--- config.mk ---
export PLATFORM = sky130hd
export DESIGN_NAME = spi_target
export DESIGN_NICKNAME = d
export VERILOG_FILES = /design/src/rtl/spi_target_pkg.sv /design/src/rtl/spi_target_fifo.sv /design/src/rtl/spi_target.sv
export SDC_FILE = /design/constraint.sdc
export NUM_CORES = 1
export LEC_CHECK = 0
export CAP_MARGIN = 20
export CORE_MARGIN = 4
export CORE_UTILIZATION = 38
export CTS_CLUSTER_DIAMETER = 200
export DETAILED_ROUTE_END_ITERATION = 8
export GPL_TIMING_DRIVEN = 0
export HOLD_SLACK_MARGIN = 0.15
export PLACE_DENSITY = 0.7
export SYNTH_ARGS = -nofsm -noshare
export SYNTH_HDL_FRONTEND = slang
export SYNTH_SLANG_ARGS = --single-unit
export TNS_END_PERCENT = 30
--- constraint.sdc ---
create_clock -name clk -period 2.7 [get_ports clk]
set_clock_uncertainty 0.15 [all_clocks]
set_input_delay 0.54 -clock clk [delete_from_list [all_inputs] [get_ports clk]]
set_output_delay 0.54 -clock clk [all_outputs]
set_load 0.005 [all_outputs]
--- src/rtl/spi_target_pkg.sv ---
// Shared types and constants for the SPI target: FSM states, bus addresses,
// STATUS bit positions and the TX byte selection helper.
package spi_target_pkg;

  typedef enum logic {
    IDLE  = 1'b0,
    SHIFT = 1'b1
  } state_t;

  localparam logic [31:0] KIANV_SPI_TARGET_CTRL = 32'h1000_0060;
  localparam logic [31:0] KIANV_SPI_TARGET_DATA = 32'h1000_0064;

  localparam int STAT_RX_AVAIL    = 0;
  localparam int STAT_TX_EMPTY    = 1;
  localparam int STAT_OVERRUN     = 2;
  localparam int STAT_CEN_ACTIVE  = 3;
  localparam int STAT_RX_IE       = 4;
  localparam int STAT_CS_IE       = 5;
  localparam int STAT_CS_EVT      = 6;
  localparam int STAT_RX_COUNT_LSB = 8;

  // A pending CPU byte takes priority over the fill pattern.
  function automatic logic [7:0] next_tx_byte(input logic hold_full,
                                              input logic [7:0] hold,
                                              input logic [7:0] fill);
    return hold_full ? hold : fill;
  endfunction

endpackage

--- src/rtl/spi_target_fifo.sv ---
// Synchronous RX FIFO; a push into a full FIFO is accepted only when a pop
// happens in the same cycle.
module spi_target_fifo #(
  parameter int WIDTH = 8,
  parameter int DEPTH = 4
) (
  input  logic                     clk,
  input  logic                     rst_n,
  input  logic                     push,
  input  logic                     pop,
  input  logic [WIDTH-1:0]         din,
  output logic [WIDTH-1:0]         dout,
  output logic                     full,
  output logic                     empty,
  output logic [$clog2(DEPTH):0]   count
);

  localparam int PW = $clog2(DEPTH);
  localparam int CW = PW + 1;

  logic [WIDTH-1:0] mem_r [DEPTH];
  logic [PW-1:0]    wr_ptr_r;
  logic [PW-1:0]    rd_ptr_r;
  logic             do_push_s;
  logic             do_pop_s;

  assign full      = (count == CW'(DEPTH));
  assign empty     = (count == {CW{1'b0}});
  assign do_push_s = push & (~full | pop);
  assign do_pop_s  = pop & ~empty;
  assign dout      = mem_r[rd_ptr_r];

  // Storage array
  always_ff @(posedge clk) begin
    if (do_push_s) begin
      mem_r[wr_ptr_r] <= din;
    end
  end

  // Pointers and occupancy
  always_ff @(posedge clk) begin
    if (!rst_n) begin
      wr_ptr_r <= {PW{1'b0}};
      rd_ptr_r <= {PW{1'b0}};
      count    <= {CW{1'b0}};
    end else begin
      if (do_push_s) wr_ptr_r <= wr_ptr_r + PW'(1);
      if (do_pop_s)  rd_ptr_r <= rd_ptr_r + PW'(1);
      case ({do_push_s, do_pop_s})
        2'b10:   count <= count + CW'(1);
        2'b01:   count <= count - CW'(1);
        default: count <= count;
      endcase
    end
  end

endmodule

--- src/rtl/spi_target.sv ---
// SPI responder with CPU register interface (CTRL/STATUS, DATA).
// Optional interrupt output enabled by defining SPI_TARGET_IRQ_EN.
module spi_target
  import spi_target_pkg::*;
#(
  parameter int         CPOL        = 1,
  parameter int         FIFO_DEPTH  = 4,
  parameter logic [7:0] FILL_BYTE   = 8'hFF,
  parameter int         SYNC_STAGES = 2
) (
  input  logic        clk,
  input  logic        rst_n,
  input  logic        valid,
  output logic        ready,
  input  logic        ctrl,
  input  logic [3:0]  wstrb,
  input  logic [31:0] wdata,
  output logic [31:0] rdata,
`ifdef SPI_TARGET_IRQ_EN
  output logic        irq,
`endif
  input  logic        spi_cen_i,
  input  logic        spi_sclk_i,
  input  logic        spi_mosi_i,
  output logic        spi_miso_o,
  output logic        spi_miso_oe
);

  localparam int   CW       = $clog2(FIFO_DEPTH) + 1;
  localparam logic CPOL_BIT = (CPOL != 0);

  logic [SYNC_STAGES-1:0] cen_sync_r, sclk_sync_r, mosi_sync_r;
  logic cen_d_r, sclk_d_r;
  logic cen_s, sclk_s, mosi_s;
  logic cen_fall_s, cen_rise_s, sclk_rise_s, sclk_fall_s;

  state_t     state_r;
  logic [2:0] bit_cnt_r;
  logic       wrapped_r;
  logic [7:0] rx_shift_r, tx_shift_r, tx_hold_r;
  logic       tx_empty_r, enable_r, overrun_r;
  logic [7:0] tx_next_s, rx_byte_s;

  logic acc_s, ctrl_wr_s, ctrl_rd_s, data_wr_s, data_rd_s;
  logic push_s, pop_s, ov_set_s;
  logic [7:0]    fifo_dout_s;
  logic          fifo_full_s, fifo_empty_s;
  logic [CW-1:0] fifo_count_s;
  logic [31:0]   status_s;
  logic          unused_s;

`ifdef SPI_TARGET_IRQ_EN
  logic rx_ie_r, cs_ie_r, cs_evt_r;
`endif

  assign cen_s       = cen_sync_r[SYNC_STAGES-1];
  assign sclk_s      = sclk_sync_r[SYNC_STAGES-1];
  assign mosi_s      = mosi_sync_r[SYNC_STAGES-1];
  assign cen_fall_s  = cen_d_r & ~cen_s;
  assign cen_rise_s  = ~cen_d_r & cen_s;
  assign sclk_rise_s = ~sclk_d_r & sclk_s;
  assign sclk_fall_s = sclk_d_r & ~sclk_s;

  assign acc_s     = valid & ~ready;
  assign ctrl_wr_s = acc_s & ~ctrl & wstrb[0];
  assign ctrl_rd_s = acc_s & ~ctrl & ~(|wstrb);
  assign data_wr_s = acc_s & ctrl & wstrb[0];
  assign data_rd_s = acc_s & ctrl & ~(|wstrb);

  assign tx_next_s = next_tx_byte(~tx_empty_r, tx_hold_r, FILL_BYTE);
  assign rx_byte_s = {rx_shift_r[6:0], mosi_s};
  assign push_s    = (state_r == SHIFT) & ~cen_rise_s & sclk_rise_s & (bit_cnt_r == 3'd7);
  assign pop_s     = data_rd_s & ~fifo_empty_s;
  assign ov_set_s  = push_s & fifo_full_s & ~pop_s;
  assign unused_s  = ^{wdata[31:8], rx_shift_r[7]};

  spi_target_fifo #(.WIDTH(8), .DEPTH(FIFO_DEPTH)) u_fifo (
    .clk   (clk),
    .rst_n (rst_n),
    .push  (push_s),
    .pop   (pop_s),
    .din   (rx_byte_s),
    .dout  (fifo_dout_s),
    .full  (fifo_full_s),
    .empty (fifo_empty_s),
    .count (fifo_count_s)
  );

  // CTRL/STATUS read image
  always_comb begin
    status_s                                = 32'h0000_0000;
    status_s[STAT_RX_AVAIL]                 = ~fifo_empty_s;
    status_s[STAT_TX_EMPTY]                 = tx_empty_r;
    status_s[STAT_OVERRUN]                  = overrun_r;
    status_s[STAT_CEN_ACTIVE]               = ~cen_d_r;
    status_s[STAT_RX_COUNT_LSB +: 8]        = 8'(fifo_count_s);
`ifdef SPI_TARGET_IRQ_EN
    status_s[STAT_RX_IE]                    = rx_ie_r;
    status_s[STAT_CS_IE]                    = cs_ie_r;
    status_s[STAT_CS_EVT]                   = cs_evt_r;
`else
    status_s[STAT_RX_IE]                    = 1'b0;
    status_s[STAT_CS_IE]                    = 1'b0;
    status_s[STAT_CS_EVT]                   = 1'b0;
`endif
  end

  // Pin synchronizers followed by one edge-detect stage
  always_ff @(posedge clk) begin
    if (!rst_n) begin
      cen_sync_r  <= {SYNC_STAGES{1'b1}};
      sclk_sync_r <= {SYNC_STAGES{CPOL_BIT}};
      mosi_sync_r <= {SYNC_STAGES{1'b0}};
      cen_d_r     <= 1'b1;
      sclk_d_r    <= CPOL_BIT;
    end else begin
      cen_sync_r  <= {cen_sync_r[SYNC_STAGES-2:0], spi_cen_i};
      sclk_sync_r <= {sclk_sync_r[SYNC_STAGES-2:0], spi_sclk_i};
      mosi_sync_r <= {mosi_sync_r[SYNC_STAGES-2:0], spi_mosi_i};
      cen_d_r     <= cen_s;
      sclk_d_r    <= sclk_s;
    end
  end

  // Transfer FSM; wrapped_r marks a completed byte so the mode-3 leading
  // falling edge does not reload the TX byte.
  always_ff @(posedge clk) begin
    if (!rst_n) begin
      state_r     <= IDLE;
      bit_cnt_r   <= 3'd0;
      wrapped_r   <= 1'b0;
      rx_shift_r  <= 8'h00;
      tx_shift_r  <= FILL_BYTE;
      tx_hold_r   <= 8'h00;
      tx_empty_r  <= 1'b1;
      spi_miso_o  <= FILL_BYTE[7];
      spi_miso_oe <= 1'b0;
    end else begin
      spi_miso_oe <= ~cen_s;
      case (state_r)
        IDLE: begin
          if (cen_fall_s && enable_r) begin
            tx_shift_r <= tx_next_s;
            spi_miso_o <= tx_next_s[7];
            tx_empty_r <= 1'b1;
            bit_cnt_r  <= 3'd0;
            wrapped_r  <= 1'b0;
            state_r    <= SHIFT;
          end else if (cen_fall_s || cen_rise_s) begin
            tx_shift_r <= FILL_BYTE;
            spi_miso_o <= FILL_BYTE[7];
          end else if (sclk_fall_s && !cen_s) begin
            tx_shift_r <= {tx_shift_r[6:0], tx_shift_r[7]};
            spi_miso_o <= tx_shift_r[6];
          end
        end
        SHIFT: begin
          if (cen_rise_s) begin
            state_r    <= IDLE;
            bit_cnt_r  <= 3'd0;
            wrapped_r  <= 1'b0;
            tx_shift_r <= FILL_BYTE;
            spi_miso_o <= FILL_BYTE[7];
          end else if (sclk_rise_s) begin
            rx_shift_r <= rx_byte_s;
            bit_cnt_r  <= bit_cnt_r + 3'd1;
            wrapped_r  <= (bit_cnt_r == 3'd7);
          end else if (sclk_fall_s) begin
            if (wrapped_r) begin
              tx_shift_r <= tx_next_s;
              spi_miso_o <= tx_next_s[7];
              tx_empty_r <= 1'b1;
              wrapped_r  <= 1'b0;
            end else if (bit_cnt_r != 3'd0) begin
              tx_shift_r <= {tx_shift_r[6:0], 1'b0};
              spi_miso_o <= tx_shift_r[6];
            end
          end
        end
        default: state_r <= IDLE;
      endcase
      if (data_wr_s) begin
        tx_hold_r  <= wdata[7:0];
        tx_empty_r <= 1'b0;
      end
    end
  end

  // Bus acknowledge, read data and control registers
  always_ff @(posedge clk) begin
    if (!rst_n) begin
      ready     <= 1'b0;
      rdata     <= 32'h0000_0000;
      enable_r  <= 1'b0;
      overrun_r <= 1'b0;
`ifdef SPI_TARGET_IRQ_EN
      rx_ie_r   <= 1'b0;
      cs_ie_r   <= 1'b0;
      cs_evt_r  <= 1'b0;
      irq       <= 1'b0;
`endif
    end else begin
      ready <= acc_s;
      if (ctrl_rd_s) begin
        rdata <= status_s;
      end else if (data_rd_s) begin
        rdata <= fifo_empty_s ? 32'hFFFF_FFFF : {24'h00_0000, fifo_dout_s};
      end else begin
        rdata <= 32'h0000_0000;
      end
      if (ctrl_wr_s) enable_r <= wdata[0];
      if (ov_set_s) begin
        overrun_r <= 1'b1;
      end else if (ctrl_wr_s && wdata[STAT_OVERRUN]) begin
        overrun_r <= 1'b0;
      end
`ifdef SPI_TARGET_IRQ_EN
      if (ctrl_wr_s) begin
        rx_ie_r <= wdata[STAT_RX_IE];
        cs_ie_r <= wdata[STAT_CS_IE];
      end
      if (cen_rise_s) begin
        cs_evt_r <= 1'b1;
      end else if (ctrl_wr_s && wdata[STAT_CS_EVT]) begin
        cs_evt_r <= 1'b0;
      end
      irq <= (~fifo_empty_s & rx_ie_r) | (cs_evt_r & cs_ie_r);
`endif
    end
  end

endmodule

==> key figures <==
Outcome
  • Status: complete, no violations

Floorplanning
  • Chip height: between 100 and 150 um
  • Starting Density: between 30% and 40%
  • Core footprint: 9860 um2
  • Die area: roughly 12,000 um2
  • Core Rows: 36
  • Die width: approximately 110 um
  • IO Pins: a little under 80

Power
  • Psw: ~0.56 mW
  • Sw Ratio: between 20% and 30%
  • Reg power frac: between 60% and 70%
  • Power per cell area: between 500 and 600 nW/um2
  • Internal: approximately 1.9 mW
  • Logic gate share of total power: under 10%
  • Pleak: approximately 1.7 nW
  • Clock share of power: 35.6%
  • Peak VDD IR: about 0.00023 V

Route
  • 1st-pass router iterations: 4
  • Via count: roughly 2,600
  • Wirelength per Cell: 13.9 um
  • Wirelength, routed: 7670 um
  • Starting DRT DRC Count: roughly 160
  • ANT nets after route: 0
  • Via/cell ratio: around 4.7
  • DRC violation count after routing: 0

Layout
  • Ratio of cells with drive above 1 in the final layout: 17.9%
  • Area Overhead vs Synth: 24.2%
  • Multi-input gate area: 1440 um2
  • Final nets: approximately 470
  • Number of fill cells: roughly 900
  • FF+latch area: roughly 2200 um2
  • Non-Filler Instances: approximately 550
  • ANT cells: 0
  • Final instance area: 4810 um2

CTS
  • CTS tree: done
  • TritonCTS Buffers: 9
  • Clock Pin Slew Worst Setup and Hold Paths: roughly 0.09 ns
  • CTS Hold Buffers Added: 0
  • Skew-Pair Late Insertion Delay: 0.36 ns
  • Max Root-Sink Buffers: 2
  • Root Driver: clkbuf_8
  • Clk sinks: 94
  • Clock H-tree levels: 3

STA
  • Fmax: around 380 MHz
  • RSZ-0062 raised after global routing: false
  • Fin crit period: approximately 2.6 ns
  • Slew at the pin closest to its max-slew limit: approximately 0.85 ns
  • Final Max Slew Viols: 0
  • Slew margin rel.: between 40% and 50%
  • Final period util: ~97%
  • Final setup viols: 0
  • Hold Violations, Final: 0

Critical path
  • CP max FO: 3
  • Reg2Reg Setup Slack: 0.15 ns
  • WP data required: approximately 2.9 ns
  • Critical Path Sink Type: flop
  • Crit-path slowest cell: or4_4
  • Crit path DAT: between 2 and 3 ns
  • Slowest cell delay on critical path: roughly 0.55 ns
  • Crit path kind: in2reg
  • Ordered list of cells on the worst path: clkbuf_2 > or4_4 > or2_4 > a311oi_4 > inv_1 > ha_2 > inv_2 > fa_2 > xor2_2 > or3_1 > a21oi_1
  • CP Launch Type: input port

Placement
  • IO buf count: between 50 and 60
  • Dpl cell area: roughly 4600 um2
  • Cells after DPL: 531
  • Final HPWL DP: between 5000 and 6000 um
  • Placer Congestion: 0.803

Yosys
  • Top cells by area, synth: dfxtp_1 32%, edfxtp_1 25%, mux4_2 4.7%
  • Synth Instances: 345
  • Post-synthesis register bit count: 94
  • Top FF cell, synth: dfxtp_1
  • Yosys warnings: 0
  • Seq/Total Area, Yosys: about 57%
  • Commonest cells in the netlist: 62 x dfxtp_1, 42 x nand2_1, 32 x edfxtp_1
  • Number of synthesized flops with an enable pin: 32
  • Async SR Flop Fraction: 0%
  • Synthesized area: between 3000 and 4000 um2
  • Area leader, netlist: dfxtp_1
  • Synth Area per Inst: between 10 and 15 um2
  • Post-synthesis net count: ~400
  • Dominant cell by count in the synthesized netlist: dfxtp_1
  • Distinct cells, synth: between 40 and 50
  • Post-synth top area share: between 30% and 40%

Global routing
  • Gr usage total: a little over an eighth
  • Initial antenna violation count: 0
  • Largest net degree at the start of global routing: 22
  • First-pass GRT wire length: 12,400 um
  • Total gr overflow: 0
  • Number of global-route vias before repair: ~2,500

Job
  • # Max-Cap Violations: 0

Worst hold path
  • Worst Hold Class: reg2reg
-- layout by cell type (no fill, tap or decap), types with 9 or more instances in the layout --
cell type / n
a21oi_1: 23
buf_4: 26
clkbuf_8: 10
clkdlybuf4s50_1: 47
dfxtp_1: 61
edfxtp_1: 32
ha_1: 9
inv_1: 13
mux2i_1: 11
nand2_1: 42
nor2_1: 31
-- path summary, 6_finish.rpt --
| check | cells after the start | to | start |
|---|---|---|---|
| worst max-delay path | 11 | u_fifo.count[2]$_SDFFE_PN0P_ | wstrb[2] |
| worst min-delay path | 1 | cen_sync_r[1]$_SDFF_PN1_ | cen_sync_r[0]$_SDFF_PN1_ |
| worst max register to register | 12 | u_fifo.count[2]$_SDFFE_PN0P_ | cen_d_r$_SDFF_PN1_ |
| worst min register to register | 1 | cen_sync_r[1]$_SDFF_PN1_ | cen_sync_r[0]$_SDFF_PN1_ |
-- registers in the layout (all words and copies together), names as in the netlist, 2 cells and up, named ones only --
register         flops
sclk_sync_r          2
rx_shift_r           7
tx_hold_r            8
tx_shift_r           8
bit_cnt_r            3
rdata               12
u_fifo.mem_r        32
u_fifo.count         3
mosi_sync_r          2
u_fifo.wr_ptr_r      2
u_fifo.rd_ptr_r      2
cen_sync_r           2
-- final cells by class --
cell class | instances | area share (%)
Sequential cell | 94 | 45.9
Tap cell | 133 | 3.46
Clock buffer | 10 | 2.86
Timing Repair Buffer | 59 | 11.6
Clock inverter | 6 | 0.937
Multi-Input combinational cell | 205 | 30.0
Buffer | 31 | 4.16
Inverter | 14 | 1.09
-- routing by layer --
| metal | vias to the layer above | global-route usage (%) | part of all wire [%] |
|---|---|---|---|
| li1 | 1316 | - | - |
| met4 | 0 | 5.77 | 2.1 |
| met3 | 13 | 3.55 | 6.6 |
| met1 | 1218 | 17.3 | 43 |
| met5 | - | 0 | 0 |
| met2 | 69 | 22.2 | 49 |
-- per-stage QoR --
step / util (%) / worst slack (ns) / setup TNS (ns) / power (mW) / hold WS, ns
after global placement: 46.3 / -0.826 / -18.62 / 1.60 / 0.242
final: 48.7 / 0.0915 / 0 / 2.43 / 0.264
after detailed placement: 46.3 / -0.900 / -20.24 / 1.60 / 0.248
after CTS: 48.5 / 0.0130 / 0 / 2.46 / 0.270
after floorplan: - / -0.181 / -0.302 / 1.55 / 0.236
after global routing: 48.7 / 0.0140 / 0 / 2.53 / 0.292
-- cell families after synthesis --
| group | count (synthesis) | synth area share [%] |
|---|---|---|
| buf+inv | 46 | 6.46 |
| flops | 94 | 56.9 |
| compound gates | 54 | 9.31 |
| xor+xnor | 5 | 1.13 |
| fa+ha+maj | 11 | 3.75 |
| simple gates | 116 | 15.0 |
| mux | 19 | 7.50 |
-- worst max-delay path, delay by kind of cell --
family / cells / cell delay, ns
adders and majority gates: 2 / 0.39
and+or+nand+nor: 3 / 1.12
xor gates and xnor gates: 1 / 0.07
AOI/OAI and AO/OA: 2 / 0.41
buffers and inverters: 3 / 0.21
-- what timing repair did --
item	in CTS	in global routing
setup endpoints to repair	35	2
pin swaps	8	9
resized for setup	17	8
setup buffers	5	1
-- power by group through the flow --
| stage | sequential [mW] | clock [mW] | combinational, mW |
|---|---|---|---|
| 5_1_grt | 1.47 | 0.951 | 0.106 |
| 6_report | 1.47 | 0.865 | 0.0965 |
| 3_3_place_gp | 1.51 | 0 | 0.0960 |
| 2_1_floorplan | 1.50 | 0 | 0.0472 |
| 3_5_place_dp | 1.51 | 0 | 0.0970 |
| 4_1_cts | 1.47 | 0.890 | 0.0976 |
No activity file was read; power rests on OpenSTA's default activity.
